`src/rtl/icc_branch_unit.sv`:
```
// icc_branch_unit: integer condition-code register, Bicc condition
// evaluation and delayed-branch / annul state machine.
// Optional feature macro: ICC_BYPASS_EN. When it is defined, a Bicc
// evaluates against the flags being written in the same cycle. When it
// is undefined, a Bicc evaluates only against the registered icc.
module icc_branch_unit #(
  parameter logic [3:0] ICC_RESET = 4'b0000
) (
  input  logic       clk,
  input  logic       reset,
  input  logic [3:0] alu_flags,
  input  logic       cc_write,
  input  logic       stall,
  input  logic       is_bicc,
  input  logic [3:0] cond,
  input  logic       annul_bit,
  output logic [3:0] icc,
  output logic       alu_cin,
  output logic       branch_taken,
  output logic       annul,
  output logic       in_delay_slot
);

  typedef enum logic [1:0] {
    IDLE  = 2'd0,
    DELAY = 2'd1,
    ANNUL = 2'd2
  } state_e;

  state_e     state_q, state_d;
  logic [3:0] icc_q, icc_d;
  logic [3:0] eff;
  logic       cond_base;
  logic       cond_true;
  logic       annul_req;

  // Flags used for branch evaluation: optionally bypass the flags being written.
`ifdef ICC_BYPASS_EN
  assign eff = cc_write ? alu_flags : icc_q;
`else
  assign eff = icc_q;
`endif

  // Next icc: capture the ALU flags on an unstalled cc-setting op.
  always_comb begin
    // NOTE: assign a default first so that no path through the block leaves
    // the signal unassigned, which would otherwise infer a latch.
    icc_d = icc_q;
    if (cc_write && !stall) icc_d = alu_flags;
  end

  // Evaluate the Bicc condition; cond[3] inverts the base test in cond[2:0].
  always_comb begin
    cond_base = 1'b0;
    unique case (cond[2:0])
      3'b000: cond_base = 1'b0;                         // never / always
      3'b001: cond_base = eff[2];                       // Z
      3'b010: cond_base = eff[2] | (eff[3] ^ eff[1]);   // Z | (N ^ V)
      3'b011: cond_base = eff[3] ^ eff[1];              // N ^ V
      3'b100: cond_base = eff[0] | eff[2];              // C | Z
      3'b101: cond_base = eff[0];                       // C
      3'b110: cond_base = eff[3];                       // N
      3'b111: cond_base = eff[1];                       // V
      default: cond_base = 1'b0;
    endcase
    cond_true = cond_base ^ cond[3];
    // Branch-always with a=1 annuls the delay slot. Any untaken branch with
    // a=1 annuls it as well. A taken conditional branch never annuls it.
    annul_req = annul_bit & ((cond == 4'b1000) | !cond_true);
  end

  // Next FSM state: transitions advance only when the pipeline is not stalled.
  always_comb begin
    state_d = state_q;
    if (!stall) begin
      unique case (state_q)
        IDLE, DELAY: begin
          if (is_bicc)    state_d = annul_req ? ANNUL : DELAY;
          else            state_d = IDLE;
        end
        ANNUL:            state_d = IDLE;
        default:          state_d = IDLE;
      endcase
    end
  end

  // State registers with synchronous active-high reset.
  always_ff @(posedge clk) begin
    // NOTE: sequential state uses non-blocking assignments, so every flop
    // samples the pre-edge values regardless of statement order.
    if (reset) begin
      icc_q   <= ICC_RESET;
      state_q <= IDLE;
    end else begin
      icc_q   <= icc_d;
      state_q <= state_d;
    end
  end

  assign icc           = icc_q;
  assign alu_cin       = icc_q[0];
  assign branch_taken  = is_bicc & cond_true & (state_q != ANNUL);
  assign annul         = (state_q == ANNUL);
  assign in_delay_slot = (state_q != IDLE);

endmodule

```
`config.mk`:
```
export PLATFORM = sky130hd
export DESIGN_NAME = icc_branch_unit
export DESIGN_NICKNAME = d
export VERILOG_FILES = /design/src/rtl/icc_branch_unit.sv
export SDC_FILE = /design/constraint.sdc
export NUM_CORES = 1
export LEC_CHECK = 0
export ABC_AREA = 1
export BUFFER_PORTS_ARGS = -buffer_cell sky130_fd_sc_hd__buf_2
export CAP_MARGIN = 15
export CORE_AREA = 2 2 39 41
export CTS_CLUSTER_DIAMETER = 40
export DETAILED_ROUTE_END_ITERATION = 8
export DIE_AREA = 0 0 41 43
export PLACE_DENSITY = 0.55
export SLEW_MARGIN = 20
export SYNTH_ARGS = -nofsm -noshare
export SYNTH_HDL_FRONTEND = slang
export SYNTH_SLANG_ARGS = --single-unit
```
`constraint.sdc`:
```
create_clock -name clk -period 2.47 [get_ports clk]
set_clock_uncertainty 0.05 [all_clocks]
set_input_delay 0.1235 -clock clk [delete_from_list [all_inputs] [get_ports clk]]
set_output_delay 0.1235 -clock clk [all_outputs]
set_load 0.1 [all_outputs]
```
==> impl_summary.txt, run 1 <==
----------------------------------------------------
[Logic synthesis]
  Xor/xnor share of the synthesized area ... 0%
  Share of Yosys cell area claimed by the top area cell type ... between 30% and 40%
  Cell count after synthesis ... 64
  Synth Register Bits ... 6
  Post-synthesis cell type with the largest combined area ... dfxtp_1
  Synthesized area per cell ... 6.20 sq um
  Number of library cell types mapped by synthesis ... 17
  Mux cell area share after synthesis ... 0%
  Net count after synthesis ... 78
  Post-Synth Adder-Cell Area ... 0%
  Share of the yosys chip area belonging to registers ... about 30%
  Fraction of the mapped netlist area in compound gates ... roughly 15%
  Combinational family with the most area after synthesis ... simple AND/OR/NAND/NOR gates
  Ys Warns ... 0
  Largest cells by area after synthesis ... dfxtp_1 30%, nand2_1 21%, inv_1 9.5%, a21oi_1 5.0%, nand3_2 5.0%
  Mapped cell area ... roughly 400 sq um
  Post-synthesis simple-gate area fraction ... a little over two fifths

[Global routing]
  Initial antenna violation count ... 0
  Wire length of the first global-routing pass ... around 1500 um
  Gr usage total ... approximately an eighth
  Maximum number of pins on one net before global-route repair ... 7
  Global route overflow ... 0
  Via count of the first global-routing pass ... 397

[Clock tree]
  Clock network latency to the later pin of the worst-skew pair ... 0.25 ns
  Hold buffer count at CTS ... 0
  Clock buffers created by TritonCTS ... 3
  Resize count post-CTS ... 0
  Buffer depth of the longest clock path ... 2
  CTS root buffer ... clkbuf_4
  H-tree levels ... 1
  Clock slew seen by the registers of the worst setup and hold paths ... 0.05 ns
  Buffers inserted by post-CTS timing repair ... 0
  Clock tree from TritonCTS ... done
  Clock sink total ... 6

[Placement]
  Placer Congestion ... around 0.73
  Cell area reported after detailed placement ... 539 sq um
  Post-detailed-placement half-perimeter wirelength ... 765 um
  Number of I/O port buffers ... 21

[Finish]
  Fin area ... around 570 sq um
  Leading cell type in the layout, fill and taps excluded ... nand2_1
  Layout Nets ... approximately 100
  Area growth from synthesis to layout ... 42.6%
  Fraction of layout cells with a size suffix above 1 ... between 40% and 50%
  N_diodes ... 0
  Fillers ... ~170
  Area occupied by registers ... ~140 sq um
  Area used by multi-input combinational logic ... 238 sq um
  Most frequent cells in the layout ... 22 x nand2_1, 21 x buf_2, 10 x inv_1

[Power]
  Power per Cell Area ... ~560 mW/mm^2
  Peak supply drop ... around 0.17 mV
  Leakage power total ... about 0.31 nW

[Timing]
  Hold violation total from the final report ... 0
  Share of the clock period used by the worst path ... between 80% and 90%
  Setup violations, final ... 0
  Slew headroom ... 68.0%
  Fin crit period ... roughly 2 ns
  Tightest Pin Transition ... between 0.4 and 0.5 ns
  Pins over their slew limit ... 0
  Unrepaired setup endpoints after global routing ... false
  Final TNS setup ... 0 ns
  Fmax ... around 500 MHz

[Status]
  Result of the run ... finished, final reports clean

[Floorplan]
  Effective utilization at floorplan ... around 29%
  Height of the die ... ~43 um
  Top Ports ... 22
  Cell Rows ... 14
  Die Width ... 41 um
  Total core area ... approximately 0.0014 sq mm
  Area enclosed by the die boundary ... roughly 0.0018 sq mm

[Critical path]
  Launch instance of the worst register-to-register path ... icc[2]
  Worst endpoint required time ... 2.30 ns
  CP Cell Sequence ... o21ai_0 > nand3_2 > nand2_1 > nand2_1 > a211oi_4 > buf_2
  Most Frequent Cell on Critical Path ... nand2_1
  Peak fanout along the critical path ... 4
  Data arrival time of the critical path ... approximately 1.8 ns
  Stage delay of the slowest cell on the critical path ... about 0.45 ns
  RR Endpoint ... state_q[0]
  Startpoint kind of the worst setup timing path ... flip-flop
  Setup CP Type ... flip-flop to output pin
  Cell count of the worst reg-to-reg path ... 7
  Crit path max-delay cell type ... buf_2
  Type of element capturing the critical path ... output pin
  Register-to-register setup slack ... roughly 1.1 ns

[Worst hold path]
  Hold endpoint ... icc[2]
  Source of the worst hold timing path ... reset
  Worst min-delay path class ... input pin to flip-flop
  Number of cells on the worst hold path ... 2

[Route]
  Final wirelength ... around 940 um
  Number of detailed-route iterations in the first pass ... 2
  Number of remaining DRC errors ... 0
  Via/cell ratio ... 4.39
  Starting DRC count in detailed routing ... 6
  Final ANT Viol Nets ... 0
  Vias after detailed routing ... between 400 and 500
  Drt wl/cell ... just over 9 um

[Run]
  MaxCap Viol Count ... 0

----------------------------------------------------
registers in the layout (all words and copies together) (netlist names):
signal and count:
icc 4, state_q 2
synthesized netlist by cell type:
cell and number:
inv_2 1, a211oi_2 1, nand3_2 2, or2_2 1, nor3_1 1, nand2_2 1, inv_1 10, nand2_1 22
a21oi_1 4, o21ai_0 1, buf_4 1, dfxtp_1 6, nor2_1 5, nand3_1 3, nand4_1 2, a21oi_2 1
a211oi_1 2
through the flow:
step	hold WS, ns	setup WS [ns]	utilization, %	total power (W)	cells
2_1_floorplan	0.133	0.368	-	0.000196	64
3_3_place_gp	0.317	0.751	39.0	0.000221	100
3_5_place_dp	0.318	0.724	39.0	0.000221	100
4_1_cts	0.0548	0.444	40.9	0.000324	104
5_1_grt	0.0606	0.292	40.9	0.000339	104
6_report	0.0693	0.476	40.9	0.000317	104
routing by layer:
| layer | up-vias | wire length (um) | GRT usage (%) | share of wire, % |
|---|---|---|---|---|
| met4 | 0 | 0 | 10.0 | 0 |
| li1 | 253 | - | - | - |
| met5 | - | 0 | 0 | 0 |
| met3 | 0 | 45 | 3.14 | 4.8 |
| met1 | 194 | 453 | 15.9 | 48 |
| met2 | 10 | 443 | 18.1 | 47 |
worst max-delay path by stage:
| stage | from | to | slack (ns) |
|---|---|---|---|
| 2_1_floorplan | icc[1] | branch_taken | 0.37 |
| 3_3_place_gp | icc[1] | branch_taken | 0.75 |
| 3_5_place_dp | icc[2] | branch_taken | 0.72 |
| 4_1_cts | icc[1] | branch_taken | 0.44 |
| 5_1_grt | icc[1] | branch_taken | 0.29 |
| 6_report | icc[2] | branch_taken | 0.48 |
where the power goes:
group | internal, W | switching (W) | leakage (nW)
Clock | 0.0000612 | 0.0000360 | 0.0150
Combinational | 0.0000271 | 0.0000866 | 0.243
Sequential | 0.000101 | 0.00000502 | 0.0519
cell families after synthesis:
family / Yosys count
AOI/OAI and AO/OA: 9
buffers and inverters: 12
DFF: 6
and+or+nand+nor: 37
worst max-delay path: cells and delay by family, from the launching register on:
family                 cells  cell delay (ns)
flip-flops                 1             0.35
buffers and inverters      1             0.45
AND/OR/NAND/NOR            3             0.27
AO/OA/AOI/OAI              2             0.51
layout make-up:
cell class                 instances  area share, %
clock buffer                       4           4.65
timing repair buffer              21           18.6
multi-input combinational         46           42.0
tap                               16           3.54
inverter                          11           7.30
sequential                         6           23.9
(Power assumes the default switching activity.)
==> run 2: changes to the inputs <==
- ABC_AREA: 1 -> 0
- PLACE_DENSITY: 0.55 -> 0.61
- clock period: 2.47 -> 1.8 ns (I/O delays scaled with it)
==> impl_summary.txt, run 2 <==
----------------------------------------------------
[Placement]
  Number of cells after detailed placement ... 88 (-12%)
  Placer Congestion ... 0.651 (-10%)
  Post-detailed-placement half-perimeter wirelength ... 817 um (+6.8%)
  Number of I/O port buffers ... 21 (unchanged)
  Cell area reported after detailed placement ... 572 sq um (+6.0%)

[Timing]
  Final TNS setup ... -0.0410 ns (-0.0410 ns)
  Slew headroom ... 57.7% (-10 points)
  Fin crit period ... between 1.5 and 2 ns
  Unrepaired setup endpoints after global routing ... true
  Tightest Pin Transition ... 0.626 ns (+0.142 ns)
  Fmax ... about 540 MHz
  Hold violation total from the final report ... 0 (unchanged)
  Pins over their slew limit ... 0 (unchanged)
  Share of the clock period used by the worst path ... 102%
  Final Worst Setup Slack ... -0.0410 ns (-0.517 ns)
  Setup violations, final ... 1 (+1)

[Route]
  Drt wl/cell ... 10.4 um (+15%)
  Number of remaining DRC errors ... 0 (unchanged)
  Number of detailed-route iterations in the first pass ... 2 (unchanged)
  Met2 wire length ... 456 um (+2.9%)
  Final wirelength ... 958 um (+1.7%)
  Starting DRC count in detailed routing ... 4 (-2)
  Detail Route met3 WL ... 56 um (+24%)
  Final ANT Viol Nets ... 0 (unchanged)
  Vias after detailed routing ... 446 (-2.4%)
  Via/cell ratio ... 4.85 (+10%)
  Highest routing layer actually used ... met3
  Met1 Routed Length ... 445 um (-1.8%)

[Logic synthesis]
  Dominant synthesized flop cell ... dfxtp_1
  Cell count after synthesis ... 53 (-17%)
  Mapped cell area ... 434 sq um (+9.5%)
  Synth Register Bits ... 6 (unchanged)
  Share of flip-flops with an asynchronous set or reset ... 0% (unchanged)
  Library cell with the highest instance count after synthesis ... nor2_1
  Number of library cell types mapped by synthesis ... 27 (+10)
  Share of Yosys cell area claimed by the top area cell type ... 27.7% (-2.6 points)
  Synthesized area per cell ... 8.19 sq um (+32%)
  Share of the yosys chip area belonging to registers ... 27.7% (-2.6 points)
  Largest cells by area after synthesis ... dfxtp_1 28%, mux2i_1 9.2%, nor2_1 6.9%, a2bb2oi_4 6.1%, a21oi_1 4.6%
  Post-synth top cells ... 8 x nor2_1, 6 x dfxtp_1, 4 x a21oi_1, 4 x mux2i_1
  Number of enable flip-flop cells after synthesis ... 0 (unchanged)
  Net count after synthesis ... 67 (-14%)
  Ys Warns ... 0 (unchanged)
  Post-synthesis cell type with the largest combined area ... dfxtp_1

[Finish]
  Area growth from synthesis to layout ... 42.7% (about the same)
  Fillers ... 155 (-6.6%)
  N_diodes ... 0 (unchanged)
  Fin area ... 619 sq um (+9.5%)
  Layout Nets ... 91 (-12%)
  Area used by multi-input combinational logic ... 317 sq um (+33%)
  Number of standard cells in the final layout excluding fillers ... 92 (-12%)
  Fraction of layout cells with a size suffix above 1 ... 48.7% (+7.8 points)
  Most frequent cells in the layout ... 20 x buf_2, 8 x nor2_1, 4 x mux2i_1
  Area occupied by registers ... 133 sq um (-1.9%)
  Max FFs per register ... 4 (unchanged)
  Leading cell type in the layout, fill and taps excluded ... buf_2

[Floorplan]
  Total core area ... 0.00138 sq mm (unchanged)
  Effective utilization at floorplan ... 31.4% (+2.7 points)
  Height of the die ... 43 um (unchanged)
  Cell Rows ... 14 (unchanged)
  Top Ports ... 22 (unchanged)
  Die Width ... 41 um (unchanged)
  Area enclosed by the die boundary ... 0.00176 sq mm (unchanged)

[Clock tree]
  Clock tree from TritonCTS ... done
  Clock network latency to the later pin of the worst-skew pair ... 0.24 ns (about the same)
  Buffer depth of the longest clock path ... 2 (unchanged)
  Clock slew seen by the registers of the worst setup and hold paths ... 0.05 ns (about the same)
  Clock buffers created by TritonCTS ... 3 (unchanged)
  Clock sink total ... 6 (unchanged)
  Hold buffer count at CTS ... 0 (unchanged)
  H-tree levels ... 1 (unchanged)
  CTS root buffer ... clkbuf_4

[Global routing]
  Maximum number of pins on one net before global-route repair ... 8 (+1)
  Global route overflow ... 0 (unchanged)
  Wire length of the first global-routing pass ... 1520 um (+1.8%)
  Via count of the first global-routing pass ... 388 (-2.3%)
  Initial antenna violation count ... 0 (unchanged)
  Gr usage total ... 12.5% (-0.41 points)

[Worst hold path]
  Worst min-delay path class ... input pin to flip-flop

[Critical path]
  Type of element capturing the critical path ... output pin
  Data arrival time of the critical path ... 1.70 ns (-0.12 ns)
  Peak fanout along the critical path ... 5 (+1)
  Setup CP Type ... flip-flop to output pin
  Startpoint kind of the worst setup timing path ... flip-flop
  Worst endpoint required time ... 1.66 ns (-0.64 ns)

[Power]
  Total power after layout ... 0.000451 W (+42%)
  Leakage power total ... 0.283 nW (-8.5%)
  Power per Cell Area ... 728 mW/mm^2 (+30%)
  Peak supply drop ... 0.384 mV (+130%)

[Status]
  Result of the run ... finished with violations
  Violations in the final reports ... setup timing

[Run]
  MaxCap Viol Count ... 0 (unchanged)

----------------------------------------------------
## run 2: changes by cell type after synthesis, sizes merged, moves of 2 or more
cell / delta
mux2i: +4
nor2b: +2
nand2: -20
a211oi: -3
nor2: +3
inv: -10
nand2b: +3
nand3: -2
## run 2: layout make-up
cell class                 instances  share of cell area (%)
sequential                         6                    21.4
inverter                           1                   0.606
clock buffer                       4                    4.24
timing repair buffer              21                    19.4
multi-input combinational         44                    51.1
tap                               16                    3.23
## run 2: path summary, 6_finish.rpt
kind | start | to | slack (ns) | cells after the start
hold reg to reg | icc[0] | icc[0] | 0.47 | 2
setup reg to reg | state_q[1] | state_q[0] | 0.25 | 5
setup / recovery | icc[1] | branch_taken | -0.04 | 5
hold / removal | reset | icc[0] | 0.03 | 2
## run 2: logic make-up after synthesis
kind of cell           Yosys count  synth area share, %
AO/OA/AOI/OAI                    9                 18.2
buffers and inverters            3                 3.46
AND/OR/NAND/NOR                 30                 38.9
multiplexers                     5                 11.8
flip-flops                       6                 27.7
## run 2: worst max-delay path: stages, from the launching register on
cell     delay, ns
dfxtp_4       0.36
a21oi_1       0.07
or3_4         0.40
a21oi_2       0.15
mux2_4        0.32
buf_12        0.17
## run 2: metal layers
metal	GRT usage, %	vias up
li1	-	237
met1	14.5	200
met2	19.4	9
met3	5.76	0
met4	4.00	0
met5	0	-
## run 2: per-stage QoR
step	utilization, %	setup WS (ns)	hold slack, ns
2_1_floorplan	-	0.0194	0.103
5_1_grt	44.8	-0.103	0.0438
3_5_place_dp	41.3	0.0724	0.280
4_1_cts	44.6	-0.0514	0.0267
6_report	44.8	-0.0410	0.0318
3_3_place_gp	41.3	0.0902	0.280
## run 2: timing repair
action,in CTS,in global routing
setup buffers,0,0
setup endpoints to repair,1,1
resized for setup,6,1
pin swaps,0,0
## run 2: power breakdown
group          internal [W]  leakage [nW]  switching [W]
registers          0.000139        0.0517     0.00000850
logic             0.0000535         0.217       0.000118
clock network     0.0000840        0.0150      0.0000487
==> run 3: changes to the inputs <==
- REMOVE_ABC_BUFFERS: default -> 1
==> impl_summary.txt, run 3 (synthesized netlist as in run 2, its figures left out) <==
----------------------------------------------------
[Status]
  Result of the run ... finished with violations
  Violations in the final reports ... setup timing

[Timing]
  Final TNS setup ... -0.0355 ns (+0.00547 ns)
  Tightest Pin Transition ... 0.528 ns (-0.0980 ns)
  Unrepaired setup endpoints after global routing ... true
  Fin crit period ... 1.84 ns (-0.00547 ns)
  Setup violations, final ... 1 (unchanged)
  Fmax ... 545 MHz (+0.30%)
  Final Worst Setup Slack ... -0.0355 ns (+0.00547 ns)
  Pins over their slew limit ... 0 (unchanged)
  Share of the clock period used by the worst path ... 102% (-0.30 points)
  Slew headroom ... 64.5% (+6.8 points)
  Hold violation total from the final report ... 0 (unchanged)

[Critical path]
  Peak fanout along the critical path ... 5 (unchanged)
  Data arrival time of the critical path ... 1.70 ns (about the same)
  Launch instance of the worst register-to-register path ... icc[1]
  Register-to-register setup slack ... 0.35 ns (+0.10 ns)
  Stage delay of the slowest cell on the critical path ... 0.40 ns (about the same)
  Dominant delay contributor by cell family on the critical path ... simple AND/OR/NAND/NOR gates
  RR Endpoint ... state_q[0]
  Type of element capturing the critical path ... output pin
  Crit path max-delay cell type ... or3_4
  CP Cell Sequence ... a21oi_1 > or3_4 > a21oi_4 > mux2_4 > buf_12
  Cell count of the worst reg-to-reg path ... 4 (-1)
  Setup CP Type ... flip-flop to output pin
  Worst endpoint required time ... 1.66 ns (about the same)
  Combined buffer and inverter count along the critical path ... 1 (unchanged)
  Startpoint kind of the worst setup timing path ... flip-flop

[Placement]
  Placer Congestion ... 0.761 (+17%)
  Number of I/O port buffers ... 21 (unchanged)
  Worst slack, placed ... 0.0212 ns (-0.0512 ns)
  Number of cells after detailed placement ... 90 (+2.3%)
  Post-detailed-placement half-perimeter wirelength ... 834 um (+2.0%)

[Finish]
  Area growth from synthesis to layout ... 42.4%
  Layout Nets ... 93 (+2.2%)
  N_diodes ... 0 (unchanged)
  Fraction of layout cells with a size suffix above 1 ... 45.5% (-3.2 points)
  Number of standard cells in the final layout excluding fillers ... 93 (+1.1%)
  Leading cell type in the layout, fill and taps excluded ... buf_2
  Max FFs per register ... 4 (unchanged)
  Most frequent cells in the layout ... 20 x buf_2, 8 x nor2_1, 4 x mux2i_1, 4 x dfxtp_1

[Floorplan]
  Cell Rows ... 14 (unchanged)
  Total core area ... 0.00138 sq mm (unchanged)
  Height of the die ... 43 um (unchanged)
  Effective utilization at floorplan ... 31.4% (unchanged)
  Die Width ... 41 um (unchanged)
  Area enclosed by the die boundary ... 0.00176 sq mm (unchanged)
  Top Ports ... 22 (unchanged)

[Power]
  Total net switching power ... 0.000174 W (-0.23%)
  Peak supply drop ... 0.313 mV (-19%)
  Leakage power total ... 0.291 nW (+2.5%)
  Power per Cell Area ... 723 mW/mm^2 (-0.71%)
  Internal power contribution ... 0.000272 W (-1.3%)
  Logic pwr share ... 39.6% (+1.7 points)
  Net switching share of the total power ... 39.0% (+0.26 points)
  Seq pwr share ... 33.0% (+0.4 points)
  Clock group share of total power ... 27.4% (-2.0 points)
  Total power after layout ... 0.000447 W (-0.91%)

[Route]
  Final wirelength ... 1020 um (+6.9%)
  Number of detailed-route iterations in the first pass ... 3 (+1)
  Number of remaining DRC errors ... 0 (unchanged)
  Vias after detailed routing ... 451 (+1.1%)
  Drt wl/cell ... 11.0 um (+5.7%)
  Via/cell ratio ... 4.85 (about the same)
  Starting DRC count in detailed routing ... 1 (-3)
  Final ANT Viol Nets ... 0 (unchanged)

[Clock tree]
  Clock slew seen by the registers of the worst setup and hold paths ... 0.04 ns (about the same)
  Hold buffer count at CTS ... 0 (unchanged)
  CTS root buffer ... clkbuf_4
  Clock buffers created by TritonCTS ... 3 (unchanged)
  H-tree levels ... 1 (unchanged)
  Clock network latency to the later pin of the worst-skew pair ... 0.25 ns (about the same)
  Clock tree from TritonCTS ... done
  Clock sink total ... 6 (unchanged)
  Buffers inserted by post-CTS timing repair ... 0 (unchanged)
  Buffer depth of the longest clock path ... 2 (unchanged)

[Global routing]
  Wire length of the first global-routing pass ... 1760 um (+15%)
  Initial antenna violation count ... 0 (unchanged)
  Via count of the first global-routing pass ... 427 (+10%)
  Global route overflow ... 0 (unchanged)
  Maximum number of pins on one net before global-route repair ... 8 (unchanged)
  Gr usage total ... 14.7% (+2.2 points)

[Worst hold path]
  Number of cells on the worst hold path ... 3 (+1)
  Source of the worst hold timing path ... alu_flags[2]
  Hold endpoint ... icc[2]
  Worst min-delay path class ... input pin to flip-flop

[Run]
  MaxCap Viol Count ... 0 (unchanged)

----------------------------------------------------
==> run 3: cell types whose count changed in the layout (fill, tap and decap cells not counted), sizes merged <==
cell | before | now
buf | 21 | 23
clkbuf | 4 | 3
==> run 3: power by group through the flow <==
stage                     logic [W]  registers [W]  clock network (W)
after floorplan           0.0000833       0.000188                  0
after global placement     0.000162       0.000149                  0
after detailed placement   0.000164       0.000149                  0
after CTS                  0.000175       0.000147           0.000131
after global routing       0.000187       0.000148           0.000141
final                      0.000177       0.000147           0.000122
==> run 3: layer usage <==
metal  GRT usage (%)  wire length, um  up-vias
met3            3.14               20        4
li1                -                -      237
met5               0                0        -
met1            19.9              462      203
met4            11.3               29        0
met2            19.1              512        7
==> run 3: layout make-up <==
class	count	area [sq um]
multi-input cells	44	314
fillers	143	766
flip-flops and latches	6	123
well taps	16	20.0
repair buffers	23	135
clock buffers	3	22.5
inverters	1	3.75
==> run 3: worst max-delay path by stage <==
stage	from	endpoint	slack, ns	depth (start not counted)
finish	icc[1]	branch_taken	-0.04	5
floorplan	icc[0]	branch_taken	-1.26	4
global placement	icc[1]	branch_taken	0.07	5
global route	icc[1]	branch_taken	-0.09	5
detailed placement	icc[1]	branch_taken	0.02	5
CTS	icc[1]	branch_taken	-0.07	5
==> run 3: metrics by stage <==
stage                     cell area [sq um]  util [%]  hold slack [ns]
after floorplan                         423         -            0.112
after global placement                  563      40.7            0.275
after detailed placement                563      40.7            0.288
after CTS                               611      44.1           0.0210
after global routing                    618      44.7           0.0377
final                                   618      44.7           0.0321
==> run 3: what timing repair did <==
item	CTS	global route
gates resized for setup	9	1
setup endpoints to repair	1	1
cloned	0	0
==> run 3: worst reg2reg max path, stage by stage (launching register included) <==
cell     delay, ns
dfxtp_2       0.35
a21oi_1       0.07
or3_4         0.40
nand4_1       0.10
or3b_1        0.35
